**config.mk**
```make
export PLATFORM = sky130hd
export DESIGN_NAME = ex_operand_stage
export DESIGN_NICKNAME = d
export VERILOG_FILES = /design/src/rtl/ex_operand_stage.sv
export SDC_FILE = /design/constraint.sdc
export NUM_CORES = 1
export LEC_CHECK = 0
export BUFFER_PORTS_ARGS = -buffer_cell sky130_fd_sc_hd__buf_2
export CAP_MARGIN = 10
export CELL_PAD_IN_SITES_DETAIL_PLACEMENT = 0
export CELL_PAD_IN_SITES_GLOBAL_PLACEMENT = 1
export CORE_AREA = 2 2 218 220
export DETAILED_ROUTE_END_ITERATION = 10
export DIE_AREA = 0 0 220 222
export GPL_ROUTABILITY_DRIVEN = 1
export PLACE_DENSITY_LB_ADDON = 0.1
export SLEW_MARGIN = 20
export SYNTH_ARGS = -nofsm -noshare
export SYNTH_HDL_FRONTEND = slang
export SYNTH_SLANG_ARGS = --single-unit
```
**constraint.sdc**
```tcl
create_clock -name clk -period 9 [get_ports clk]
set_input_delay 1.8 -clock clk [delete_from_list [all_inputs] [get_ports clk]]
set_output_delay 1.8 -clock clk [all_outputs]
set_load 0.05 [all_outputs]
```
**src/rtl/ex_operand_stage.sv**
```systemverilog
// ID/EX stage register with EX/MEM and MEM/WB operand forwarding, load-use
// hazard detection and bubble insertion; feeds the ALU and EX/MEM register.
module ex_operand_stage #(
   parameter int unsigned XLEN   = 64,
   parameter int unsigned REGIDX = 5
) (
   input  logic              clk,
   input  logic              rst,
   input  logic              id_valid,
   input  logic [REGIDX-1:0] id_rn_idx,
   input  logic [REGIDX-1:0] id_rm_idx,
   input  logic [REGIDX-1:0] id_rd_idx,
   input  logic [XLEN-1:0]   id_rn_data,
   input  logic [XLEN-1:0]   id_rm_data,
   input  logic [XLEN-1:0]   id_imm,
   input  logic [3:0]        id_alu_ctrl,
   input  logic              id_alu_src,
   input  logic              id_reg_write,
   input  logic              id_mem_read,
   input  logic              id_mem_write,
   input  logic              hold,
   input  logic              flush,
   input  logic              mem_reg_write,
   input  logic [REGIDX-1:0] mem_rd_idx,
   input  logic [XLEN-1:0]   mem_result,
   input  logic              wb_reg_write,
   input  logic [REGIDX-1:0] wb_rd_idx,
   input  logic [XLEN-1:0]   wb_result,
   output logic [XLEN-1:0]   a,
   output logic [XLEN-1:0]   b,
   output logic [3:0]        alu_ctrl,
   output logic              ex_valid,
   output logic [REGIDX-1:0] ex_rd_idx,
   output logic              ex_reg_write,
   output logic              ex_mem_read,
   output logic              ex_mem_write,
   output logic [XLEN-1:0]   ex_store_data,
   output logic              load_use_stall
);

   localparam logic [REGIDX-1:0] XZR = {REGIDX{1'b1}};

   typedef struct packed {
      logic              valid;
      logic [REGIDX-1:0] rn_idx;
      logic [REGIDX-1:0] rm_idx;
      logic [REGIDX-1:0] rd_idx;
      logic [XLEN-1:0]   rn_data;
      logic [XLEN-1:0]   rm_data;
      logic [XLEN-1:0]   imm;
      logic [3:0]        alu_ctrl;
      logic              alu_src;
      logic              reg_write;
      logic              mem_read;
      logic              mem_write;
   } slot_t;

   slot_t             slot_q;
   slot_t             slot_d;
   logic [XLEN-1:0]   fwd_n;
   logic [XLEN-1:0]   fwd_m;

   // EX/MEM result takes precedence over MEM/WB; XZR always reads zero
   function automatic logic [XLEN-1:0] forward(
      input logic [REGIDX-1:0] idx,
      input logic [XLEN-1:0]   stored,
      input logic              m_we,
      input logic [REGIDX-1:0] m_idx,
      input logic [XLEN-1:0]   m_res,
      input logic              w_we,
      input logic [REGIDX-1:0] w_idx,
      input logic [XLEN-1:0]   w_res
   );
      logic [XLEN-1:0] r;
      if (idx == XZR)                  r = '0;
      else if (m_we && (m_idx == idx)) r = m_res;
      else if (w_we && (w_idx == idx)) r = w_res;
      else                             r = stored;
      return r;
   endfunction

   always_comb begin
      fwd_n = forward(slot_q.rn_idx, slot_q.rn_data, mem_reg_write, mem_rd_idx,
                      mem_result, wb_reg_write, wb_rd_idx, wb_result);
      fwd_m = forward(slot_q.rm_idx, slot_q.rm_data, mem_reg_write, mem_rd_idx,
                      mem_result, wb_reg_write, wb_rd_idx, wb_result);
   end

   always_comb begin
      load_use_stall = id_valid && slot_q.valid && slot_q.mem_read &&
                       (slot_q.rd_idx != XZR) &&
                       ((slot_q.rd_idx == id_rn_idx) || (slot_q.rd_idx == id_rm_idx));
   end

   // Next stage contents: flush > hold (with operand refresh) > stall > capture
   always_comb begin
      slot_d = slot_q;
      if (flush) begin
         slot_d = '0;
      end else if (hold) begin
         slot_d.rn_data = fwd_n;
         slot_d.rm_data = fwd_m;
      end else if (load_use_stall || !id_valid) begin
         slot_d = '0;
      end else begin
         slot_d.valid     = 1'b1;
         slot_d.rn_idx    = id_rn_idx;
         slot_d.rm_idx    = id_rm_idx;
         slot_d.rd_idx    = id_rd_idx;
         slot_d.rn_data   = id_rn_data;
         slot_d.rm_data   = id_rm_data;
         slot_d.imm       = id_imm;
         slot_d.alu_ctrl  = id_alu_ctrl;
         slot_d.alu_src   = id_alu_src;
         slot_d.reg_write = id_reg_write;
         slot_d.mem_read  = id_mem_read;
         slot_d.mem_write = id_mem_write;
      end
   end

   always_ff @(posedge clk or posedge rst) begin
      if (rst) slot_q <= '0;
      else     slot_q <= slot_d;
   end

   assign a             = fwd_n;
   assign b             = slot_q.alu_src ? slot_q.imm : fwd_m;
   assign ex_store_data = fwd_m;
   assign alu_ctrl      = slot_q.alu_ctrl;
   assign ex_valid      = slot_q.valid;
   assign ex_rd_idx     = slot_q.rd_idx;
   assign ex_reg_write  = slot_q.reg_write;
   assign ex_mem_read   = slot_q.mem_read;
   assign ex_mem_write  = slot_q.mem_write;

endmodule

```
# Word-level counts from Yosys, hierarchy flattened
# Cells that the tools add are included.
dict set report totals {
  output_inout_bits 206
  rom_bits 0
  ram_bits 0
  memories 0
  reg_bits 216
  in_bits 360
  latch_bits 0
}
dict set report classes {
  n_reduce_logical 11
  add_sub_neg 0
  n_eq_ne 10
  bitwise 0
  n_mux 12
  div 0
  multipliers 0
  n_shift 0
  order_cmp 0
}
# operator count
set op_table {}
lappend op_table {{2-to-1 mux 64 bit} 7}
lappend op_table {{2-to-1 mux 216 bit} 2}
lappend op_table {{2-to-1 mux 128 bit} 1}
lappend op_table {{2-to-1 mux 72 bit} 1}
lappend op_table {{equality test 5 bit} 6}
lappend op_table {{2-to-1 mux 16 bit} 1}
lappend op_table {{equality test 5 bit (second input constant)} 2}
lappend op_table {{logical AND 1 bit} 8}
lappend op_table {{inequality test 5 bit (second input constant)} 1}
lappend op_table {{logical OR 1 bit} 2}
lappend op_table {{inequality test 2 x 1 -> 1 bit (second input constant)} 1}
lappend op_table {{zero test 1 bit} 1}

# Logic depth before layout (Yosys ltp)
# Gate-level depths: netlist of the first run.
dict set report logic_depth {
  ltp_word 8
  ltp_mapped 8
  mapped_depth_nobuf 5
}

# Least setup slack after synthesis of the first run
# No wires, ideal clock.
dict set report synth_timing {
  path_type {input to output}
  from {input port wb_rd_idx[4]}
  to {output port b[13]}
  n_path_buf 2
  arrival_ns 4.012
  cell_stages 7
  required_ns 7.200
  setup_slack_ns 3.188
  cell_sequence {xor2_1 -> nor4_2 -> buf_4 -> buf_2 -> and3_1 -> a211oi_2 -> o31ai_1}
}
dict set report synth_via {
  elab_chain_cells 6
}
# item line
set synth_lines {}
lappend synth_lines {{from (decl)} 27} ;# input logic [REGIDX-1:0] wb_rd_idx,
lappend synth_lines {{equality test 5 bit} 77} ;# else if (w_we && (w_idx == idx)) r = w_res;
lappend synth_lines {{logical AND 1 bit} 77}
lappend synth_lines {{2-to-1 mux 64 bit} 77}
lappend synth_lines {{2-to-1 mux 64 bit} 76} ;# else if (m_we && (m_idx == idx)) r = m_res;
lappend synth_lines {{2-to-1 mux 64 bit} 75} ;# if (idx == XZR) r = '0;
lappend synth_lines {{2-to-1 mux 64 bit} 127} ;# assign b = slot_q.alu_src ? slot_q.imm : fwd_m;
lappend synth_lines {{to (decl)} 30} ;# output logic [XLEN-1:0] b,
# Every way passes these cells.

# Worst setup path in the final report of the first run
dict set report layout_timing {
  from {input port wb_rd_idx[4]}
  to {output port b[20]}
}
# Same word-level chain as after synthesis.

==> results, run 1 <==
- Measured along the x axis, the die boundary spans 220 um.
- The post-route fraction of the period consumed by the critical path is 73.8%.
- The first global-routing pass estimated 94,700 um of wire.
- The delay of the slowest cell on the worst path is 0.59 ns.
- Once layout is complete, the cells apart from fillers number 2,593.
- The worst path required time is 7.20 ns.
- At the pin with the least slew margin, the transition time is 1.06 ns.
- The kind of start point of the critical path is an input pin.
- The total placed cells including tap cells is 2,526.
- The die is 222 um tall.
- The placer's final routability congestion estimate is 0.817.
- Once routing completed, OpenROAD measured the worst setup slack at 2.36 ns.
- The tightest hold path in the finished design has a slack of 0.496 ns.
- The number of antenna violations at the first check in global routing is 27.
- The number of DRC markers after the initial detailed-route iteration is 1,000.
- The worst slew slack as a fraction of its limit is 29.3%.
- Setup repair after global routing left no endpoint under its margin.
- The CTS tree is yes.
- The row count is 79.
- The hold-fix buffer count after cts is 0.
- The routed length per placed instance is 24.7 um.
- The post-route DRC violation count is 0.
- The fraction of synthesis flops using an asynchronous set or reset pin is 100%.
- The share of final-layout standard cells stronger than drive strength 1 is 36.7%.
- The detailed-router iteration count before antenna repair is 5.
- IR analysis of the VDD net gives a maximum drop of 0.000129 V.
- The placeable core region is 0.0463 sq mm.
- Once the floorplan was initialized, standard cells occupied 29.1% of the core.
- The data arrival at the endpoint of the critical path is 4.84 ns.
- The cell type of the slowest stage on the worst timing path is buf_4.
- The analysis attributes to cell leakage a power of 8.51 nW.
- The clock-pin transition on the worst setup and hold timing paths is 0.05 ns.
- The clock passes through at most 3 buffers.
- The via count of the first global-routing pass was 14,400.
- In the layout the commonest cells are buf_2 (565), dfrtp_1 (215), o21ai_0 (175), nor3_1 (138), nor2_1 (129).
- The kind of capture point of the worst setup path is an output port.
- The total number of H-tree levels is 1.
- The post-placement setup slack is 2.39 ns.
- The die covers 0.0488 sq mm.
- Setup violations remaining at the end of the flow were counted as 0.
- The count of nets left with antenna violations once routing finished came out at 0.
- The unique cell type count in the Yosys netlist is 35.
- For this run, the top clock speed supported by timing is 151 MHz.
- The run finished with clean final reports.
- Post-CTS repair changed the size of 0 cells.
- The detailed router placed 14,200 vias in this run.
- The synthesized area per cell is 8.99 sq um.
- Counting I/O delays and the setup requirement, the final critical path takes 6.64 ns.
- The post-route standard cell area excluding fillers is 0.0175 sq mm.
- The most used flip-flop cell after synthesis is dfrtp_1.
- The count of pins over their slew limit is 0.
- For this run, the register share of the synthesized area comes to 40.2%.
- Synthesis produced a netlist with a net count of 1,856.
- The post-detailed-placement cell area is 0.0165 sq mm.
- The library cell used most frequently in the layout, excluding fill and tap cells, is buf_2.
- The path class of the tightest hold or removal check is reg -> reg.
- The final-stage net count is 2,310.
- The synthesized design contains 216 register bits.
- 566 I/O pins were placed.
- The half-perimeter wire length of the detailed placement result is 43,700 um.
- The critical path in this run is classified as in -> out.
- The final wirelength is 64,100 um.
- The number of enable flip-flop cells after synthesis is 0.
- Yosys printed 0 warnings.
- Buffers inserted during clock tree synthesis total 29.
- Buffers placed on the I/O ports in this run total 565.
- The number of hold violations in the final report is 0.
- In this run the clock root is driven by a clkbuf_16.
- The synthesis-to-finish area growth is 30.1%.
- The sum of overflow across all layers after global routing is 0.
- The critical-path maximum fanout is 65.
- The global routing usage summed across all routing layers is 25.3%.
- The max-cap violation count is 0.
- The worst clock skew is 0.0220 ns.
- In the routed layout, each cell is associated on average with a via count of 5.46.
- Synthesis produced a netlist whose cell count is 1,496.
- Traced cell by cell, the critical path runs through buf_2 -> xor2_1 -> nor4_4 -> buf_4 -> nand2_4 -> buf_4 -> a211oi_2 -> o31ai_1 -> buf_2.
- The cell area that synthesis handed to floorplanning was 0.0135 sq mm.
- Counting every sink on the clock net gives 216.
- The pin count of the biggest net entering global routing is 124.
- The setup TNS after final layout is 0 ns.
- The power density normalized to cell area is 164 mW/mm^2.
- Buffers added to address setup during post-CTS repair amount to 0.
- The insertion delay of the later-clocked pin in the worst-skew pair is 0.58 ns.
==> through the flow <==
step	util, %	power [mW]
finish	37.8	2.88
global route	37.8	2.99
CTS	37.7	2.91
detailed placement	35.7	1.74
global placement	35.7	1.74
floorplan	-	1.49
==> critical path: cells and delay by family <==
family,cells,cell delay [ns]
and+or+nand+nor,2,0.69
AOI/OAI and AO/OA,2,0.59
buffers and inverters,4,1.46
xor gates and xnor gates,1,0.17
==> worst paths after layout <==
path / from / endpoint / slack [ns] / cells after the start
worst min register to register: ex_reg_write / ex_reg_write / 0.50 / 1
worst min-delay path: ex_reg_write / ex_reg_write / 0.50 / 1
worst max-delay path: wb_rd_idx[4] / b[20] / 2.36 / 9
worst max register to register: slot_q[206] / slot_q[84] / 5.75 / 7
min in group asynchronous: rst / slot_q[19] / 1.29 / 2
max in group asynchronous: rst / slot_q[192] / 6.42 / 3
==> cells in the mapped netlist, drive strengths merged (2+ instances only) <==
master,n,share of area [%]
o2bb2ai,128,8.3
nand4,3,0.14
a211oi,81,7.0
nand3,5,0.19
nand2,73,2.1
and2,2,0.093
a22o,87,5.7
o21ai,175,6.5
xnor2,26,1.7
o31ai,64,3.6
inv,65,1.8
or2,4,0.19
o211a,47,3.5
buf,66,3.2
dfrtp,216,40
nor2,135,3.8
xor2,4,0.26
clkbuf,98,2.7
and3,65,3.0
nor3,145,5.7
==> report_power, final <==
group / switching [mW] / internal (mW)
clock network: 0.477 / 0.680
logic: 0.491 / 0.198
registers: 0.0204 / 1.01
total: 0.988 / 1.89
==> kinds of logic after synthesis <==
kind of cell	Yosys count	share of synthesized area [%]
AOI/OAI and AO/OA	586	34.8
and+or+nand+nor	435	15.3
buffers and inverters	229	7.77
DFF	216	40.2
xor gates and xnor gates	30	1.95
==> state kept, by name (all words and copies together), names as in the netlist <==
register and flops:
ex_valid 1, ex_reg_write 1, ex_mem_read 1, alu_ctrl 4, ex_mem_write 1, slot_q 203
ex_rd_idx 5
==> layer usage <==
metal | part of all wire (%) | vias to the layer above | GRT usage [%]
met5 | 0.20 | - | 0
li1 | - | 6477 | -
met1 | 41 | 7085 | 32.1
met2 | 50 | 490 | 43.0
met3 | 7.4 | 83 | 6.02
met4 | 1.7 | 20 | 6.00
==> final cells by class <==
cell class	count	area, sq um
Tap cell	607	759
Antenna cell	17	42.5
Timing Repair Buffer	587	3030
Fill cell	4919	28800
Clock buffer	43	858
Inverter	65	251
Sequential cell	216	5410
Clock inverter	7	67.6
Multi-Input combinational cell	1051	7080
Note: power is estimated with default switching activity, not from simulation.
==> run 2, diff against run 1 <==
--- a/config.mk
+++ b/config.mk
@@ -5,6 +5,7 @@
 export SDC_FILE = /design/constraint.sdc
 export NUM_CORES = 1
 export LEC_CHECK = 0
+export ABC_AREA = 1
 export BUFFER_PORTS_ARGS = -buffer_cell sky130_fd_sc_hd__buf_2
 export CAP_MARGIN = 10
 export CELL_PAD_IN_SITES_DETAIL_PLACEMENT = 0
==> constraint.sdc (replaced) <==
create_clock -name clk -period 6.3 [get_ports clk]
set_input_delay 1.26 -clock clk [delete_from_list [all_inputs] [get_ports clk]]
set_output_delay 1.26 -clock clk [all_outputs]
set_load 0.05 [all_outputs]
==> run 2 against run 1 <==
Via count grew 21%. Flip-flop and latch count unchanged. Wire length increased by 8.2%. Critical path depth increased by 2. Clock power up 47%. Final cell count increased by 30%. Power grew 45%. Register-to-register slack got worse by 2.2 ns. Combinational power up 45%. Design area up 6.9%. Clock-buffer cell count is 4 lower. Synthesized cell count rose by 52%. Highest routed layer unchanged.
==> results, run 2 <==
- The overall die area is 0.0488 sq mm.
- Summed over all cells, the static leakage comes to 11.8 nW.
- Leaving out fill and tap cells, the most frequent cell in the layout is nand2_1.
- Post-CTS timing repair inserted 0 buffers for setup.
- The post-placement setup slack is 1.51 ns.
- The final layout contains routed wiring with a total length of 69,300 um.
- Dividing the final minimum period by the clock period gives 76.2%.
- The synthesized netlist contains 22 unique library cells.
- The half-perimeter wire length of the detailed placement result is 47,100 um.
- The global routing usage summed across all routing layers is 27.6%.
- Relative to the synthesized area, the layout overhead comes to 26.9%.
- The smallest setup slack after layout is 1.50 ns.
- The power density normalized to cell area is 224 mW/mm^2.
- The fraction of synthesis flops using an asynchronous set or reset pin is 100%.
- For the worst setup path, the data arrival time is 3.54 ns.
- The overall via count from detail_route is 17,100.
- The width of the chip is 220 um.
- By instance count, the leading cell after synthesis is nand2_1.
- The hold-fix buffer count after cts is 0.
- The number of DRC markers after the initial detailed-route iteration is 1,457.
- The detailed-router iteration count before antenna repair is 6.
- IR analysis of the VDD net gives a maximum drop of 0.000169 V.
- The flip-flop count of the largest register after layout is 203.
- The critical path class is in -> out.
- The number of sinks driven by the clock tree is 216.
- The complex-gate fraction of the synthesized area is 0.136%.
- CTS built an H-tree with a depth of 1.
- The number of enable flip-flop cells after synthesis is 0.
- In the routed design, unresolved DRC markers number 0.
- The clock arrives with 0.0101 ns of skew.
- The synthesized-area fraction occupied by xor and xnor cells is 0.475%.
- The clock-pin transition on the worst setup and hold timing paths is 0.06 ns.
- The routed design could run at a clock period as short as 4.80 ns.
- The combined area of all synthesized cells is 0.0147 sq mm.
- The number of placed I/O pins is 566.
- The insertion delay of the later-clocked pin in the worst-skew pair is 0.56 ns.
- The final layout contains 3,088 nets.
- The portion of the post-synthesis area used by sequential elements is 36.7%.
- In this run the register-to-register setup slack is 3.58 ns.
- In the synthesized netlist, the cells that appear most often are nand2_1 (760), nand3_1 (614), nor2_1 (274).
- Of the post-synthesis cell area, the dominant cell type holds 36.7%.
- The post-synthesis mux area share is 0%.
- The slew at the pin closest to its max-slew limit is 1.01 ns.
- The y dimension of the die is 222 um.
- Synthesis produced a netlist with a net count of 2,633.
- The post-route netlist has 26.1% of its cells at a drive strength greater than 1.
- The number of hold violations in the final report was 0.
- The placeable core region is 0.0463 sq mm.
- The row count is 79.
- Setup repair after global routing left no endpoint under its margin.
- Entering global routing, the biggest net connects 163 pins.
- Per report_power, the sequential group accounts for 35.2% of the total.
- In this run, synthesis produced a sequential element count of 216.
- The register with the most flip-flops in the final layout is slot_q.
- The first global-routing pass estimated 104,000 um of wire.
- The remaining number of nets flagged by the antenna check after routing is 0.
- The placer's final routability congestion estimate is 0.875.
- The clock network burns 40.9% of the power.
- The setup-violating endpoint count in the final report is 0.
- The combinational cell fraction of total power is 23.9%.
- The sum of overflow across all layers after global routing is 0.
- The via count of the first global-routing pass is 16,800.
- Dividing the detail-routed wire length by the instance count gives 20.5 um.
- The worst path required time is 5.04 ns.
- The worst pin sits at a relative slew slack of 32.8%.
- Timing would allow up to 208 MHz.
- The type of the most critical hold path is reg -> reg.
- After technology mapping, the gate count stands at 2,273.
- The non-filler instance count after layout is 3,376.
- A synthesized cell averages 6.49 sq um.
- The root buffer cell is clkbuf_16.
- The switching share of total power is 34.8%.
- The starting utilization of the core area is 31.9%.
- By area, the combinational part of the netlist is dominated by simple AND/OR/NAND/NOR gates.
- The mean number of vias per cell is 5.06.
- In the layout the commonest cells are nand2_1 (760), nand3_1 (612), buf_2 (565), nor2_1 (274), dfrtp_1 (215).
- The total placed cells including tap cells is 3,304.
- STA classifies the critical path endpoint as an output port.
- Across the run, the number of max-cap violations was 0.
- The post-synthesis share of cell area spent on full adders, half adders and majority gates is 0%.
- The number of instances resized during post-cts repair is 0.
- In the synthesized netlist the dominant register cell turns out to be dfrtp_1.
- TritonCTS built the clock tree.
- The internal power summed over all cells is 2.73 mW.
- Yosys printed 0 warnings.
- The maximum number of buffers from clock root to sink is 3.
- The total clock buffers created by CTS is 29.
- For the final routed database, the setup TNS stands at 0 ns.
- The library cell with the largest summed area after synthesis is dfrtp_1.
- Input and output buffers added on the ports amount to 565.
- The net switching power is 1.46 mW.
- Ranked by total cell area, the synthesized netlist is headed by dfrtp_1 (37%), nand3_1 (21%), nand2_1 (19%).
- The simple-gate share of the synthesized area is 52.0%.
- The count of pins over their slew limit is 0.
- The worst setup path is launched from an input pin.
- In this run the worst path has a maximum fanout of 49.
- The number of antenna violations at the first check in global routing is 31.
- The flow ran to the end, and the final reports show no timing, DRC or antenna violations.
-- run 2: critical path: stages --
cell and delay [ns]:
buf_2 0.11, inv_1 0.05, nand2_1 0.05, nand2_1 0.05, nor2_1 0.18, nand3_4 0.55
buf_4 0.55, nand3_1 0.19, nand2_1 0.07, inv_1 0.13, buf_2 0.28
-- run 2: per-stage QoR --
step / utilization [%] / power, mW / cell area [sq um] / hold WS (ns)
finish: 40.4 / 4.18 / 18700 / 0.480
CTS: 40.3 / 4.22 / 18700 / 0.481
detailed placement: 38.3 / 2.50 / 17700 / 0.464
global route: 40.4 / 4.36 / 18700 / 0.502
floorplan: - / 2.13 / 14700 / 0.449
global placement: 38.3 / 2.50 / 17700 / 0.460
-- run 2: power by group through the flow --
stage	logic [mW]	clock network, mW	registers (mW)
floorplan	0.641	0	1.49
global placement	1.00	0	1.49
detailed placement	1.00	0	1.50
CTS	1.01	1.74	1.47
global route	1.08	1.81	1.48
finish	1.00	1.71	1.47
-- run 2: worst paths after layout --
check,from,end,depth (start not counted)
max,mem_rd_idx[3],a[41],11
min in group asynchronous,rst,ex_rd_idx[4],3
min,slot_q[44],slot_q[44],2
max in group asynchronous,rst,slot_q[50],4
max reg2reg,ex_rd_idx[1],slot_q[145],8
min reg2reg,slot_q[44],slot_q[44],2
-- run 2: cells by family after synthesis --
| group | count (synthesis) |
|---|---|
| compound gates | 4 |
| xor+xnor | 8 |
| buf+inv | 326 |
| flops | 216 |
| simple gates | 1719 |
-- run 2: area by class of cell --
class | count | area [sq um]
antenna | 21 | 52.6
clock buffer | 39 | 823
clock inverter | 12 | 138
fill | 5176 | 27600
inverter | 159 | 606
multi-input combinational | 1731 | 7810
sequential | 216 | 5410
tap | 607 | 759
timing repair buffer | 591 | 3110
-- run 2: per-layer routing --
metal | global-route usage, % | wire length (um)
met1 | 36.3 | 29300
met3 | 6.13 | 5100
met5 | 0 | 123
met2 | 44.1 | 32500
met4 | 10.2 | 2380
